File: config.mk
export PLATFORM = sky130hd
export DESIGN_NAME = accel_filter
export DESIGN_NICKNAME = d
export VERILOG_FILES = /design/src/rtl/accel_filter.sv
export SDC_FILE = /design/constraint.sdc
export NUM_CORES = 1
export LEC_CHECK = 0
export CORE_UTILIZATION = 60
export CTS_CLUSTER_DIAMETER = 80
export DETAILED_ROUTE_END_ITERATION = 7
export PLACE_DENSITY = 0.78
export SYNTH_ARGS = -nofsm -noshare
export SYNTH_HDL_FRONTEND = slang
export SYNTH_SLANG_ARGS = --single-unit
File: constraint.sdc
create_clock -name CLOCK_50 -period 9 [get_ports CLOCK_50]
set_clock_uncertainty 0.15 [all_clocks]
set_input_delay 2.7 -clock CLOCK_50 [delete_from_list [all_inputs] [get_ports CLOCK_50]]
set_output_delay 2.7 -clock CLOCK_50 [all_outputs]
set_load 0.05 [all_outputs]
File: src/rtl/accel_filter.sv
// accel_filter: moving-average accelerometer filter producing a saturated, deadbanded PWM duty command.
// One sample per four cycles through IDLE -> UPDATE -> SCALE -> OUT.
module accel_filter #(
    parameter int DEPTH    = 8,
    parameter int SHIFT    = 5,
    parameter int DEADBAND = 13
) (
    input  logic               CLOCK_50,
    input  logic               RESET_N,
    input  logic signed [15:0] sample_in,
    input  logic               sample_valid,
    output logic               sample_ready,
    output logic        [9:0]  PWMinput,
    output logic               filt_valid,
    output logic               overrange
);
    localparam int LW = $clog2(DEPTH);
    localparam int SW = 16 + LW;

    typedef enum logic [1:0] {IDLE, UPDATE, SCALE, OUT} state_t;

    state_t             state_q, state_d;
    logic signed [15:0] sample_q, sample_d, oldest;
    logic signed [15:0] buf_q [DEPTH];
    logic signed [15:0] buf_d [DEPTH];
    logic [LW-1:0]      wptr_q, wptr_d;
    logic [LW:0]        fill_q, fill_d;
    logic signed [SW-1:0] sum_q, sum_d;
    logic [16:0]        avg, mag, scaled;
    logic [9:0]         cmd_q, cmd_d, sat_cmd, pwm_q, pwm_d;
    logic               ovr_q, ovr_d, ovr_out_q, ovr_out_d, fv_q, fv_d;
    logic               primed, accept, sat;

    always_ff @(posedge CLOCK_50) begin
        if (!RESET_N) state_q <= IDLE;
        else          state_q <= state_d;
    end

    always_comb begin
        accept  = sample_valid && (state_q == IDLE);
        state_d = (state_q == IDLE)   ? (accept ? UPDATE : IDLE) :
                  (state_q == UPDATE) ? SCALE :
                  (state_q == SCALE)  ? OUT : IDLE;
    end

    always_comb begin
        sample_ready = (state_q == IDLE);
        PWMinput     = pwm_q;
        overrange    = ovr_out_q;
        filt_valid   = fv_q;
    end

    // avg keeps 17 bits so that |-32768| = 32768 is representable
    always_comb begin
        primed    = (fill_q == (LW+1)'(DEPTH));
        oldest    = primed ? buf_q[wptr_q] : '0;
        avg       = 17'(sum_q >>> LW);
        mag       = avg[16] ? -avg : avg;
        scaled    = mag >> SHIFT;
        sat       = scaled > 17'd1023;
        sat_cmd   = sat ? 10'd1023 : scaled[9:0];
        sample_d  = accept ? sample_in : sample_q;
        buf_d     = buf_q;
        wptr_d    = wptr_q;
        fill_d    = fill_q;
        sum_d     = sum_q;
        cmd_d     = cmd_q;
        ovr_d     = ovr_q;
        pwm_d     = pwm_q;
        ovr_out_d = ovr_out_q;
        fv_d      = 1'b0;
        if (state_q == UPDATE) begin
            buf_d[wptr_q] = sample_q;
            wptr_d        = wptr_q + 1'b1;
            fill_d        = primed ? fill_q : fill_q + 1'b1;
            sum_d         = sum_q + SW'(sample_q) - SW'(oldest);
        end
        if (state_q == SCALE) begin
            cmd_d = (sat_cmd < 10'(DEADBAND)) ? 10'd0 : sat_cmd;
            ovr_d = sat;
        end
        if (state_q == OUT && primed) begin
            pwm_d     = cmd_q;
            ovr_out_d = ovr_q;
            fv_d      = 1'b1;
        end
    end

    always_ff @(posedge CLOCK_50) begin
        if (!RESET_N) begin
            sample_q  <= '0;
            wptr_q    <= '0;
            fill_q    <= '0;
            sum_q     <= '0;
            cmd_q     <= '0;
            ovr_q     <= 1'b0;
            pwm_q     <= '0;
            ovr_out_q <= 1'b0;
            fv_q      <= 1'b0;
        end else begin
            sample_q  <= sample_d;
            wptr_q    <= wptr_d;
            fill_q    <= fill_d;
            sum_q     <= sum_d;
            cmd_q     <= cmd_d;
            ovr_q     <= ovr_d;
            pwm_q     <= pwm_d;
            ovr_out_q <= ovr_out_d;
            fv_q      <= fv_d;
        end
    end

    // Stale entries are masked by the fill counter, so the buffer needs no reset
    always_ff @(posedge CLOCK_50) begin
        buf_q <= buf_d;
    end
endmodule
==> impl_metrics.env <==
export IMPL_area_growth_pct=11.6
export IMPL_drtIter0Drc=697
export IMPL_gp_congestion=0.917
export IMPL_rsz0062_at_grt="no"
export IMPL_timing_setup_tns_ps=0
export IMPL_hold_buffers=0
export IMPL_netlist_top_cells_area="edfxtp_1, dfxtp_1, mux4_2"
export IMPL_ys_ff_latch=195
export IMPL_finalNonFillerCells=987
export IMPL_route_detailed_drc=0
export IMPL_power_frac_clock=0.318
export IMPL_min_path_type="reg -> reg"
export IMPL_min_from="cmd_q[4]"
export IMPL_cts_root_buf="clkbuf_16"
export IMPL_synth_xor_area_share=0.0170
export IMPL_htreeDepth=4
export IMPL_via_per_inst=6.14
export IMPL_grt_start_max_net_pins=63
export IMPL_maxCapViolations=0
export IMPL_layout_drive_gt1_share=0.111
export IMPL_antenna_found_initial=0
export IMPL_start_util=0.612
export IMPL_die_area_sq_mm=0.0159
export IMPL_num_antenna_cells=0
export IMPL_cp_arrival_ps=5320
export IMPL_dp_hpwl_mm=12.7
export IMPL_power_density_mw_per_mm2=235
export IMPL_r2r_end="sum_q[10]"
export IMPL_peakVddDrop_mv=0.185
export IMPL_muxShareOfSynthArea=0.102
export IMPL_intPower_mw=1.64
export IMPL_syn_area_per_cell_sq_um=12.2
export IMPL_core_area_sq_mm=0.0151
export IMPL_netlist_area_sq_mm=0.00927
export IMPL_wl_per_cell_um=19.7
export IMPL_synth_edff_count=128
export IMPL_synth_top_family_by_area="simple AND/OR/NAND/NOR gates"
export IMPL_synth_most_common_cell="edfxtp_1"
export IMPL_p_switching_mw=0.795
export IMPL_comb_power_share=0.253
export IMPL_io_buffers=31
export IMPL_cp_start_kind="input pin"
export IMPL_leakage_nw=3.63
export IMPL_path_clk_slew_ps=70
export IMPL_wirelength_mm=19.5
export IMPL_synth_top_area_cell="edfxtp_1"
export IMPL_num_rows=45
export IMPL_pwr_share_seq=0.429
export IMPL_max_freq_mhz=196
export IMPL_synth_fa_ha_area_frac=0.0767
export IMPL_finalCritPeriodShare=0.568
export IMPL_hold_path_cell_count=2
export IMPL_ys_top_cells_by_count="edfxtp_1, nand2_1, inv_1, dfxtp_1, nor2_1"
export IMPL_grt_pass1_wl_mm=31.5
export IMPL_yosysSeqAreaShare=0.559
export IMPL_ant_nets=0
export IMPL_min_to="PWMinput[4]"
export IMPL_die_h_um=126
export IMPL_synth_nets=827
export IMPL_required_ps=9210
export IMPL_firstDrtPassIters=5
export IMPL_worstSetupPathType="in -> reg"
export IMPL_slew_headroom=0.217
export IMPL_swShare=0.326
export IMPL_cts_max_path_buffers=2
export IMPL_setup_violations=0
export IMPL_post_route_min_period_ps=5110
export IMPL_synthArstFlopShare=0
export IMPL_synth_top_area_share=0.415
export IMPL_synth_compound_area_frac=0.0849
export IMPL_synth_flop_cell="edfxtp_1"
export IMPL_hold_viol_final=0
export IMPL_post_cts_resized=0
export IMPL_cts_sinks=195
export IMPL_ios=32
export IMPL_synth_warnings=0
export IMPL_end_kind="flip-flop"
export IMPL_dp_cells=955
export IMPL_syn_instance_count=762
export IMPL_cts_buffers=17
export IMPL_worst_slew_pin_slew_ps=1170
export IMPL_cts_tree="done"
export IMPL_postCtsSetupBuffers=0
export IMPL_vias=6060
export IMPL_grt_pass1_vias=6025
export IMPL_path_max_fanout=62
export IMPL_fin_nets=851
export IMPL_reg2reg_depth=13
export IMPL_ff2ff_setup_slack_ps=4350
export IMPL_grt_overflow=0
export IMPL_synth_simple_area_share=0.112
export IMPL_slew_violations=0
export IMPL_die_w_um=126
export IMPL_r2r_start="wptr_q[0]"
export IMPL_synth_distinct_cells=63
export IMPL_track_usage=0.265
export IMPL_status="finished, final reports clean"
export IMPL_clock_latency_ps=440
cells by family (layout without fill, tap and decap cells):
group	Yosys count	count (layout)
fa+ha+maj	46	46
simple gates	218	218
xor+xnor	18	18
compound gates	124	124
mux	54	54
flops	195	195
buf+inv	107	144
per-layer routing:
layer  track usage  vias up  share of wire
met5             0        -              0
met4         0.108        0          0.023
met3        0.0510       30          0.054
met2         0.448      227           0.51
met1         0.337     3005           0.41
li1              -     2798              -
worst max-delay path, stage by stage:
cell             delay (ps)
clkdlybuf4s50_1         920
inv_2                   650
or3_1                   530
or4_1                   410
o211ai_1                100
cell usage in the layout (no fill, tap or decap), types with 11 or more instances in the layout:
master	count
clkdlybuf4s50_1	31
clkbuf_16	17
dfxtp_1	66
ha_1	28
nand3_1	16
mux2i_1	20
mux4_2	32
nor2_1	54
nand2_1	94
inv_1	68
fa_1	18
xnor2_1	13
o21ai_0	11
edfxtp_1	128
a21oi_1	53
power by group through the flow:
stage                     combinational [mW]  clock, mW  sequential [mW]
after global routing                   0.684      0.818             1.05
after CTS                              0.610      0.785             1.04
after detailed placement               0.603          0             1.06
final                                  0.616      0.775             1.05
after floorplan                        0.510          0             1.03
after global placement                 0.581          0             1.06
worst max path at each step:
stage	end	start	slack, ps	cells after the start
after detailed placement	sum_q[15]	RESET_N	3500	5
after global routing	sum_q[15]	RESET_N	3780	5
after CTS	sum_q[15]	RESET_N	3950	5
after floorplan	sum_q[15]	RESET_N	5010	5
final	sum_q[15]	RESET_N	3890	5
after global placement	sum_q[17]	RESET_N	3600	5
metrics by stage:
step	instance area, sq um	hold WS (ps)	setup WS (ps)	utilization	power, mW
6_report	10300	304	3890	0.683	2.44
5_1_grt	10300	322	3780	0.683	2.55
4_1_cts	10300	306	3950	0.683	2.44
3_5_place_dp	9730	296	3500	0.642	1.67
3_3_place_gp	9730	294	3600	0.642	1.64
2_1_floorplan	9270	278	5010	-	1.54
cell type report:
class                      count  area [sq um]
timing repair buffer          41           385
clock buffer                  17           425
fill                        1038          4800
sequential                   195          5190
tap                          188           235
clock inverter                15           189
multi-input combinational    460          3660
inverter                      71           267
registers in the layout (all words and copies together) (netlist names):
register and cells:
sample_q 16, wptr_q 3, overrange 1, cmd_q 10, fill_q 4, buf_q 128
filt_valid 1, ovr_q 1, sum_q 19, PWMinput 10, state_q 2
(Power assumes the default switching activity.)
==> patch, RTL diff (same settings) <==
Put a register stage on the output `PWMinput`, with the module's reset. The value now appears one clock later. The other outputs are not delayed to match.
--- a/src/rtl/accel_filter.sv
+++ b/src/rtl/accel_filter.sv
@@ -20,2 +20,4 @@
     typedef enum logic [1:0] {IDLE, UPDATE, SCALE, OUT} state_t;
+
+    logic        [9:0] PWMinput_d;
 
@@ -47,3 +49,3 @@
         sample_ready = (state_q == IDLE);
-        PWMinput     = pwm_q;
+        PWMinput_d   = pwm_q;
         overrange    = ovr_out_q;
@@ -116,2 +118,10 @@
     end
+    always_ff @(posedge CLOCK_50) begin
+        if (!RESET_N) begin
+            PWMinput <= '0;
+        end else begin
+            PWMinput <= PWMinput_d;
+        end
+    end
+
 endmodule
Behaviour: no difference found for any inputs over 10 cycles, from zero or initial values and one cycle with RESET_N low; that may be too few to reach the edited logic, so the function may still have changed.
==> patch against the original RTL <==
- wire length down 1.4%
- largest power group unchanged
- design area up 2.7%
- critical path type is now flip-flop to flip-flop
- worst setup slack better by 160 ps
- sequential cell count up 10
- critical endpoint is now sum_q[18]
- synthesized area up 1.6%
- total power up 2.5%
- via count down 5.0%
==> patch: results (changes against the original RTL) <==
* Leakage at 3.834 nW (+5.7%)
* CTS Buf Count at 21 (+4)
* WL/cell at 19.51 µm (-1.1%)
* Via Count at 5758 (-5.0%)
* Synth async-reset ratio at 0 (unchanged)
* Placed wire-length estimate at 12410 µm (-2.0%)
* Antenna fix cells at 0 (unchanged)
* Crit-path max FO at 24 (-61%)
* Crit-path slowest cell: dfxtp_2
* Share of cells above drive strength 1 at 0.1151 (+0.003747)
* R2r setup slk at 4050 ps (-300 ps)
* Top cells by count, synth: 128 x edfxtp_1, 77 x dfxtp_1, 70 x nand2_1
* Dpl cell area at 9945 µm² (+2.2%)
* Wl on met1 at 7868 µm (-2.1%)
* Clock Tree Buf Depth at 3 (+1)
* Nets@finish at 825 (-3.1%)
* GR Util All Layers at 0.2510 (-0.01366)
* Global routing met2 resource utilization at 0.4311 (-0.01679)
* Register area share after synthesis at 0.5718 (+0.01234)
* Detail Route met3 WL at 1170 µm (+10%)
* Largest net degree at the start of global routing at 69 (+9.5%)
* Htree depth at 1 (-3)
* WL met2 at 9726 µm (-2.0%)
* Crit-path max cell delay at 710 ps (-210 ps)
* Post-Syn Nets at 797 (-3.6%)
* Synth cell types at 54 (-14%)
* Highest clock rate at 0.2022 GHz (+3.3%)
* Largest cells by area after synthesis: edfxtp_1 41%, dfxtp_1 16%, mux4_2 7.7%
* Final RePlAce weighted congestion at 0.8744 (-4.6%)
* Hold slack at 306.9 ps (+2.828 ps)
* Status: completed
* Worst relative slew slack at 0.2160 (-0.001061)
* Vias in the first global route at 5869 (-2.6%)
* Fillers at 1018 (-1.9%)
* Yosys warning count at 0 (unchanged)
* First DRT Iteration DRCs at 510 (-27%)
* Global-route wire length before repair at 30850 µm (-2.2%)
* Post-synth EDFFs at 128 (unchanged)
* Top cell family by delay on the critical path: compound AO/OA/AOI/OAI gates
* Clk Latency, worst-skew pair at 490 ps (+50 ps)
* Met1 GRT Util at 0.3329 (-0.004008)
* Total setup buffers inserted after CTS at 0 (unchanged)
* Met3 Use GR at 0.03476 (-0.01622)
* Worst EP arrival at 5220 ps (-100 ps)
* VDD IR max at 0.0001839 V (-0.54%)
patch: worst reg2reg max path, delay by kind of cell, from the launching register on:
kind | cells | cell delay (ps)
AND/OR/NAND/NOR | 2 | 230
buffers and inverters | 2 | 570
multiplexers | 3 | 910
adder cells (fa/ha/maj) | 2 | 980
AO/OA/AOI/OAI | 5 | 1320
flip-flops | 1 | 710
patch: power breakdown:
part | switching [mW] | internal (mW)
combinational | 0.310 | 0.246
sequential | 0.0510 | 1.03
clock | 0.340 | 0.521
patch: path summary, 6_finish.rpt:
check | start | endpoint | cells past startpoint
setup / recovery | wptr_q[0] | sum_q[18] | 14
hold / removal | PWMinput_d[5] | PWMinput[5] | 1
setup reg to reg | wptr_q[0] | sum_q[18] | 14
hold reg to reg | PWMinput_d[5] | PWMinput[5] | 1
patch: layout make-up:
class,instances,share of cell area
sequential,205,0.5072
multi-input combinational,425,0.3461
clock buffer,26,0.05218
timing repair buffer,38,0.03369
tap,211,0.02485
inverter,69,0.02438
clock inverter,10,0.01166
patch: stage by stage:
step,utilization,cells,power [mW]
2_1_floorplan,-,732,1.526
3_3_place_gp,0.6517,948,1.624
3_5_place_dp,0.6517,948,1.644
4_1_cts,0.6962,984,2.504
5_1_grt,0.6962,984,2.613
6_report,0.6962,984,2.497
patch: kinds of logic after synthesis:
family	share of synthesized area
XOR/XNOR	0.02232
AND/OR/NAND/NOR	0.09871
multiplexers	0.1087
buffers and inverters	0.04105
adder cells (fa/ha/maj)	0.07546
flip-flops	0.5718
AO/OA/AOI/OAI	0.08197
